### config.mk
export PLATFORM = sky130hd
export DESIGN_NAME = fifo_sync_param
export DESIGN_NICKNAME = d
export VERILOG_FILES = /design/src/rtl/fifo_pkg.sv /design/src/rtl/fifo_mem_2p.sv /design/src/rtl/fifo_sync_param.sv
export SDC_FILE = /design/constraint.sdc
export NUM_CORES = 1
export LEC_CHECK = 0
export CORE_UTILIZATION = 56
export DETAILED_ROUTE_END_ITERATION = 10
export GPL_TIMING_DRIVEN = 0
export HOLD_SLACK_MARGIN = 0.1
export PLACE_DENSITY = 0.84
export SLEW_MARGIN = 20
export SYNTH_ARGS = -nofsm -noshare
export SYNTH_HDL_FRONTEND = slang
export SYNTH_SLANG_ARGS = --single-unit
### constraint.sdc
create_clock -name clk -period 6.75 [get_ports clk]
set_input_delay 1.0125 -clock clk [delete_from_list [all_inputs] [get_ports clk]]
set_output_delay 1.0125 -clock clk [all_outputs]
set_load 0.02 [all_outputs]
### src/rtl/fifo_pkg.sv
// Shared constants and helpers for the parametrised synchronous FIFO family.
// Holds the default geometry and a constant-evaluable log2 used to size pointers.
package fifo_pkg;

  localparam int DEFAULT_DATA_W = 10;
  localparam int DEFAULT_DEPTH  = 8;

  // Ceiling log2, usable in parameter expressions.
  function automatic int clog2(input int value);
    int result;
    int v;
    result = 0;
    v      = value - 1;
    while (v > 0) begin
      result = result + 1;
      v      = v >> 1;
    end
    return result;
  endfunction

endpackage

### src/rtl/fifo_mem_2p.sv
// Two-port storage array for the FIFO: one synchronous write port and one read
// port whose output register only updates on a read enable.
module fifo_mem_2p #(
  parameter int DATA_W = 10,
  parameter int DEPTH  = 8,
  parameter int ADDR_W = 3
) (
  input  logic              clk,
  input  logic              reset,
  input  logic              wr_en,
  input  logic [ADDR_W-1:0] wr_addr,
  input  logic [DATA_W-1:0] wr_data,
  input  logic              rd_en,
  input  logic [ADDR_W-1:0] rd_addr,
  output logic [DATA_W-1:0] rd_data
);

  logic [DATA_W-1:0] mem [DEPTH];
  logic [DATA_W-1:0] rd_data_reg;

  // Array contents are deliberately left unreset so the storage maps to RAM.
  always_ff @(posedge clk) begin
    if (wr_en) begin
      mem[wr_addr] <= wr_data;
    end
  end

  // Output register holds the last word read until the next read.
  always_ff @(posedge clk or posedge reset) begin
    if (reset) begin
      rd_data_reg <= '0;
    end else if (rd_en) begin
      rd_data_reg <= mem[rd_addr];
    end
  end

  assign rd_data = rd_data_reg;

endmodule

### src/rtl/fifo_sync_param.sv
// Parametrised single-clock FIFO with occupancy count, programmable almost
// thresholds, sticky overflow/underflow flags and a read-valid strobe.
module fifo_sync_param
  import fifo_pkg::*;
#(
  parameter int DATA_W = DEFAULT_DATA_W,
  parameter int DEPTH  = DEFAULT_DEPTH,
  parameter int ADDR_W = clog2(DEPTH)
) (
  input  logic              clk,
  input  logic              reset,
  input  logic              push,
  input  logic              pop,
  input  logic [DATA_W-1:0] data_in,
  input  logic [ADDR_W:0]   af_thresh,
  input  logic [ADDR_W:0]   ae_thresh,
  input  logic              clr_err,
  output logic [DATA_W-1:0] data_out,
  output logic              valid_out,
  output logic [ADDR_W:0]   count,
  output logic              full,
  output logic              empty,
  output logic              almost_full,
  output logic              almost_empty,
  output logic              overflow,
  output logic              underflow
);

  localparam int CNT_W = ADDR_W + 1;
  localparam logic [CNT_W-1:0] DEPTH_CNT = CNT_W'(DEPTH);

  logic [ADDR_W-1:0] wr_ptr_reg;
  logic [ADDR_W-1:0] rd_ptr_reg;
  logic [CNT_W-1:0]  count_reg;
  logic [CNT_W-1:0]  count_next;
  logic              valid_reg;
  logic              overflow_reg;
  logic              underflow_reg;
  logic              push_ok;
  logic              pop_ok;

  assign empty = (count_reg == '0);
  assign full  = (count_reg == DEPTH_CNT);

  // A push into a full FIFO is still accepted when a pop frees a slot on the same edge.
  assign pop_ok  = pop & ~empty;
  assign push_ok = push & (~full | pop_ok);

  always_comb begin
    count_next = count_reg;
    case ({push_ok, pop_ok})
      2'b10:   count_next = count_reg + CNT_W'(1);
      2'b01:   count_next = count_reg - CNT_W'(1);
      default: count_next = count_reg;
    endcase
  end

  always_ff @(posedge clk or posedge reset) begin
    if (reset) begin
      wr_ptr_reg <= '0;
      rd_ptr_reg <= '0;
      count_reg  <= '0;
      valid_reg  <= 1'b0;
    end else begin
      if (push_ok) begin
        wr_ptr_reg <= wr_ptr_reg + ADDR_W'(1);
      end
      if (pop_ok) begin
        rd_ptr_reg <= rd_ptr_reg + ADDR_W'(1);
      end
      count_reg <= count_next;
      valid_reg <= pop_ok;
    end
  end

  // A fresh error on the clearing edge wins over the clear.
  always_ff @(posedge clk or posedge reset) begin
    if (reset) begin
      overflow_reg  <= 1'b0;
      underflow_reg <= 1'b0;
    end else begin
      overflow_reg  <= (push & ~push_ok) | (overflow_reg & ~clr_err);
      underflow_reg <= (pop & ~pop_ok) | (underflow_reg & ~clr_err);
    end
  end

  fifo_mem_2p #(
    .DATA_W (DATA_W),
    .DEPTH  (DEPTH),
    .ADDR_W (ADDR_W)
  ) u_mem (
    .clk     (clk),
    .reset   (reset),
    .wr_en   (push_ok),
    .wr_addr (wr_ptr_reg),
    .wr_data (data_in),
    .rd_en   (pop_ok),
    .rd_addr (rd_ptr_reg),
    .rd_data (data_out)
  );

  assign valid_out    = valid_reg;
  assign count        = count_reg;
  assign almost_full  = (count_reg >= af_thresh);
  assign almost_empty = (count_reg <= ae_thresh);
  assign overflow     = overflow_reg;
  assign underflow    = underflow_reg;

endmodule

==> flow_summary.toml <==
[timing]
setup_ws_ns = 2.67
final.min_clock_period_ns = 4.08
fin_tns_setup_ns = 0
whs_ns = 0.489
finalSetupViolations = 0
final-hold-violation-count = 0
fin_crit_sh = 0.605
slew_violations = 0
worst_slew_pin_slew_ns = 0.997
fmax_mhz = 245
rsz0062_at_grt = "no"
finalClockSkew_ns = 0.00713
relSlewSlack = 0.333

[clocking]
cts_max_level = 3
cts_buffer_depth = 2
cts_inserted_buffers = 9
worstSkewPairLatency_ns = 0.35
clk_pin_slew_worst_paths_ns = 0.09
cts_tree = "yes"
clock_sinks = 103
cts_root_buf = "clkbuf_8"
cts_resized = 0
cts-hold-fix-buffers = 0
post_cts_buffers = 0

[layout]
utilization = 0.695
fillers = 495
largest_reg_flops = 80
insertedDiodeCount = 0
drive_gt1_frac = 0.154
finalNetCount = 376
area_delta_synth_final_pct = 17.2

[power]
power.density_nw_per_um2 = 408
p_seq_frac = 0.426
finalPower_w = 0.00210
vdd_drop_max_v = 0.000198
comb_power_share = 0.399
p_leak_nw = 1.95
clkPwrFrac = 0.175
power.internal_w = 0.00139
switchingPower_w = 0.000710
swShare = 0.338

[routing]
routed.top_layer = "met4"
wl_met1_um = 3460
drtIter0Drc = 177
drcViolationCount = 0
dr_total_vias = 2448
wl_um = 7620
met3_length_um = 346
wl_met2_um = 3710
firstDrtPassIters = 4
vias_per_cell = 5.51
wl_per_cell_um = 17.2
antenna_left = 0

[global_route]
overflow = 0
grt_pass1_vias = 2498
antenna_found_initial = 0
grt_max_degree = 24
grt_first_pass_wirelength_um = 12300
grtUsageTotal = 0.201

[worst_setup_path]
cp_slowest_cell = "clkdlybuf4s50_1"
critPathKind = "input pin to primary output"
start_kind = "input pin"
worstPathRequired_ns = 5.74
slowest_delay_ns = 0.63
endpoint_kind = "primary output"
path_buf_inv = 3
crit_chain = "clkdlybuf4s50_1 > inv_1 > ha_1 > nor2b_1 > o21a_1 > o21a_1 > o21ai_0 > clkdlybuf4s50_1"
cp_max_fo = 2
worstPathArrival_ns = 3.07
path_delay_family = "buffers and inverters"

[place]
dp.final_hpwl_um = 5290
place.gp.congestion = 0.750
portBuffers = 42
place_ws_ns = 2.65

[synthesis]
ys_seq_elements = 103
synth_most_common_cell = "edfxtp_1"
synthesis.nets = 321
synth_edf_count = 80
seq_area_frac_synth = 0.678
synth_area_um2 = 4390
synth.largest_area_cell = "edfxtp_1"
synth-async-reset-ratio = 0.223
synth_cell_types = 38
netlist.area_leader.share = 0.547
syn_inst = 285
synthTopCellsByCount = "edfxtp_1, nand2_1, dfrtp_1"
avgSynthCellArea_um2 = 15.4
yosysWarnings = 0
synth_area_leaders = "edfxtp_1, dfrtp_1, mux2_2, mux2i_1, ha_1"
ys.flop_type = "edfxtp_1"

[run_status]
status = "finished, final reports clean"

[job]
cap_violations = 0

[min_path]
hold_path_class = "flop to flop"

[floorplan]
die_h_um = 90.5
row_count = 31
pin_count = 44
die-area_um2 = 8200
coreArea_um2 = 7410
die_x_um = 90.5
initial_core_util = 0.593
==> final timing paths <==
kind | from | end | slack, ns | depth (start not counted)
setup / recovery | ae_thresh[1] | almost_empty | 2.67 | 8
hold / removal | u_mem.rd_data[2] | u_mem.rd_data[2] | 0.49 | 2
setup reg to reg | count[1] | count[3] | 3.95 | 11
hold reg to reg | u_mem.rd_data[2] | u_mem.rd_data[2] | 0.49 | 2
max in group asynchronous | reset | count[3] | 5.10 | 2
min in group asynchronous | reset | u_mem.rd_data[3] | 1.12 | 2
==> logic make-up (layout without fill, tap and decap cells) <==
| logic type | count (synthesis) | after routing | share of synthesized area |
|---|---|---|---|
| flip-flops | 103 | 103 | 0.678 |
| AO/OA/AOI/OAI | 48 | 48 | 0.0858 |
| AND/OR/NAND/NOR | 49 | 49 | 0.0516 |
| XOR/XNOR | 6 | 6 | 0.0120 |
| multiplexers | 42 | 42 | 0.103 |
| adder cells (fa/ha/maj) | 13 | 13 | 0.0388 |
| buffers and inverters | 24 | 84 | 0.0311 |
==> stage by stage <==
stage,cells,area [µm²]
2_1_floorplan,285,4390
3_5_place_dp,428,4960
4_1_cts,444,5150
5_1_grt,444,5150
6_report,444,5150
3_3_place_gp,426,4930
==> cell usage in the layout, fill, tap and decap left out, types with 3 or more instances in the layout <==
cell type         n
o21ai_1          10
buf_6             4
mux2i_1          21
o22ai_1          10
clkdlybuf4s50_1  42
dfrtp_1          23
nand2b_1          7
inv_1            12
mux2_2           20
a21o_1            3
ha_1             12
buf_4             6
clkbuf_8          9
nor2b_1           3
nand2_1          24
a221o_1          11
edfxtp_1         80
o21a_1            3
xnor2_1           5
nor2_1            9
==> power by group through the flow <==
stage	registers, W	clock network, W	logic (W)
floorplan	0.000946	0	0.000522
global placement	0.000901	0	0.000813
detailed placement	0.000910	0	0.000846
CTS	0.000897	0.000374	0.000847
global route	0.000912	0.000393	0.000911
finish	0.000896	0.000368	0.000839
==> per-layer routing <==
metal | GRT usage | vias up
met5 | 0 | -
met4 | 0.0632 | 0
met3 | 0.0497 | 10
met2 | 0.327 | 65
met1 | 0.266 | 1192
li1 | - | 1181
==> final cells by class <==
cell class                 instances  area (µm²)  share of cell area
timing repair buffer              44         435              0.0846
clock inverter                     6        60.1              0.0117
inverter                          13        48.8             0.00948
clock buffer                      10         128              0.0248
buffer                            11        87.6              0.0170
tap                               99         124              0.0241
sequential                       103        2980               0.579
multi-input combinational        158        1290               0.250
==> worst register-to-register path, stage by stage (launching register included) <==
cell	delay [ns]
dfrtp_1	0.47
or3_4	0.42
buf_6	0.15
o21ai_4	0.18
inv_2	0.09
nand2b_1	0.12
inv_1	0.07
ha_1	0.30
or2_2	0.31
and2_1	0.19
a221o_1	0.35
o221ai_1	0.07
Power figures use the tool's default switching activity.
==> RTL edit, RTL diff (same flow settings) <==
Register the inputs `af_thresh` and `ae_thresh` before use, cleared by the reset. The logic sees them one clock later. The other inputs are not delayed to match.
--- a/src/rtl/fifo_sync_param.sv
+++ b/src/rtl/fifo_sync_param.sv
@@ -28,6 +28,19 @@
 
   localparam int CNT_W = ADDR_W + 1;
   localparam logic [CNT_W-1:0] DEPTH_CNT = CNT_W'(DEPTH);
+
+  logic [ADDR_W:0] af_thresh_q;
+  logic [ADDR_W:0] ae_thresh_q;
+
+  always_ff @(posedge clk or posedge reset) begin
+    if (reset) begin
+      af_thresh_q <= '0;
+      ae_thresh_q <= '0;
+    end else begin
+      af_thresh_q <= af_thresh;
+      ae_thresh_q <= ae_thresh;
+    end
+  end
 
   logic [ADDR_W-1:0] wr_ptr_reg;
   logic [ADDR_W-1:0] rd_ptr_reg;
@@ -101,8 +114,8 @@
 
   assign valid_out    = valid_reg;
   assign count        = count_reg;
-  assign almost_full  = (count_reg >= af_thresh);
-  assign almost_empty = (count_reg <= ae_thresh);
+  assign almost_full  = (count_reg >= af_thresh_q);
+  assign almost_empty = (count_reg <= ae_thresh_q);
   assign overflow     = overflow_reg;
   assign underflow    = underflow_reg;
 
Behaviour: not the same (a bounded check fails within 4 cycles, from zero or initial values and one cycle with reset high).
==> RTL edit against the original RTL <==
Critical path type is now register to primary output; total power up 3.9%; routed wire length increased by 8.7%; sequential cell count rose by 8; non-clock buffer count did not move; register-to-register slack got worse by 0.07 ns; synthesized area rose by 4.6%; cell area grew 4.1%; highest routed layer unchanged; critical path depth down 1; global-route usage up 1.1 points; final cell count grew 2.5%; largest power group unchanged; clock power grew 3%; worst setup slack better by 0.64 ns.
==> RTL edit: results <==
group,metric,value,unit
outcome,status,"finished, final reports clean",
pwr,pwr-share-comb,39.3,%
sta,fmax,290.7,MHz
floorplan,rows,32,
place,place_hpwl,5605,um
cells_and_area,fin_cells,455,
pwr,leakagePower,2.045,nW
cells_and_area,n_sequential_cell,111,
synth,syn-num-nets,329,
pwr,p_int,0.001426,W
place,routabilityCongestion,0.7170,
pwr,ir_worst_vdd,0.1716,mV
sta,hold-worst-slack,0.4896,ns
synth,synth.avg_cell_area,15.67,um^2
cells_and_area,seq_share,59.30,%
cells_and_area,seq_area,0.003178,mm^2
critical_path,r2r_end,"count[3]",
pwr,clock_power_share,17.3,%
critical_path,rrSetupSlack,3.88,ns
sta,finClkSkew,0.01123,ns
global_route,grt_use_total,21.13,%
critical_path,critical_path_arrival,2.43,ns
synth,async_flop_share,27.93,%
critical_path,crit_end,"almost_full",
cells_and_area,nNetsFinal,384,
detailed_routing,viasPerCell,5.554,
place,placed_cells,439,
cells_and_area,nFillCells,541,
global_route,grt_pass1_vias,2533,
place,place_area,0.005164,mm^2
cells_and_area,clkCellAreaFrac,3.642,%
synth,ys_types,38,
synth,synth.area.top_cells,"edfxtp_1 52%, dfrtp_1 17%, mux2_2 4.9%",
cells_and_area,drive_gt1_share,15.86,%
synth,seq_area_frac_synth,69.23,%
detailed_routing,drtIter0Drc,111,
global_route,grt_max_degree,32,
synth,ys_top_cells_by_count,"80 x edfxtp_1, 31 x dfrtp_1, 24 x nand2_1, 21 x mux2i_1, 20 x mux2_2",
critical_path,cp_max_fo,4,
critical_path,critPathMaxStageDelay,0.54,ns
detailed_routing,finalWirelength,8275,um
critical_path,startpoint,"count[0]",
[RTL edit: worst min-delay path, cell delays in order, from the launching register on]
cell and delay (ns):
dfrtp_1 0.35, nand2_1 0.05, o21ai_1 0.06
[RTL edit: metal layers]
layer | vias to the layer above | wire (um) | GRT usage (%)
li1 | 1204 | - | -
met3 | 6 | 549 | 5.337
met2 | 77 | 4260 | 35.31
met5 | - | 0 | 0
met4 | 0 | 70 | 6.250
met1 | 1240 | 3394 | 27.41
[RTL edit: cells by family (layout without fill, tap and decap cells)]
| kind of cell | Yosys count | after routing | share of synthesized area, % |
|---|---|---|---|
| DFF | 111 | 111 | 69.23 |
| and+or+nand+nor | 49 | 49 | 4.825 |
| adders and majority gates | 13 | 13 | 3.707 |
| xor gates and xnor gates | 6 | 6 | 1.145 |
| muxes | 42 | 42 | 9.812 |
| buffers and inverters | 24 | 84 | 3.052 |
| AOI/OAI and AO/OA | 48 | 48 | 8.231 |
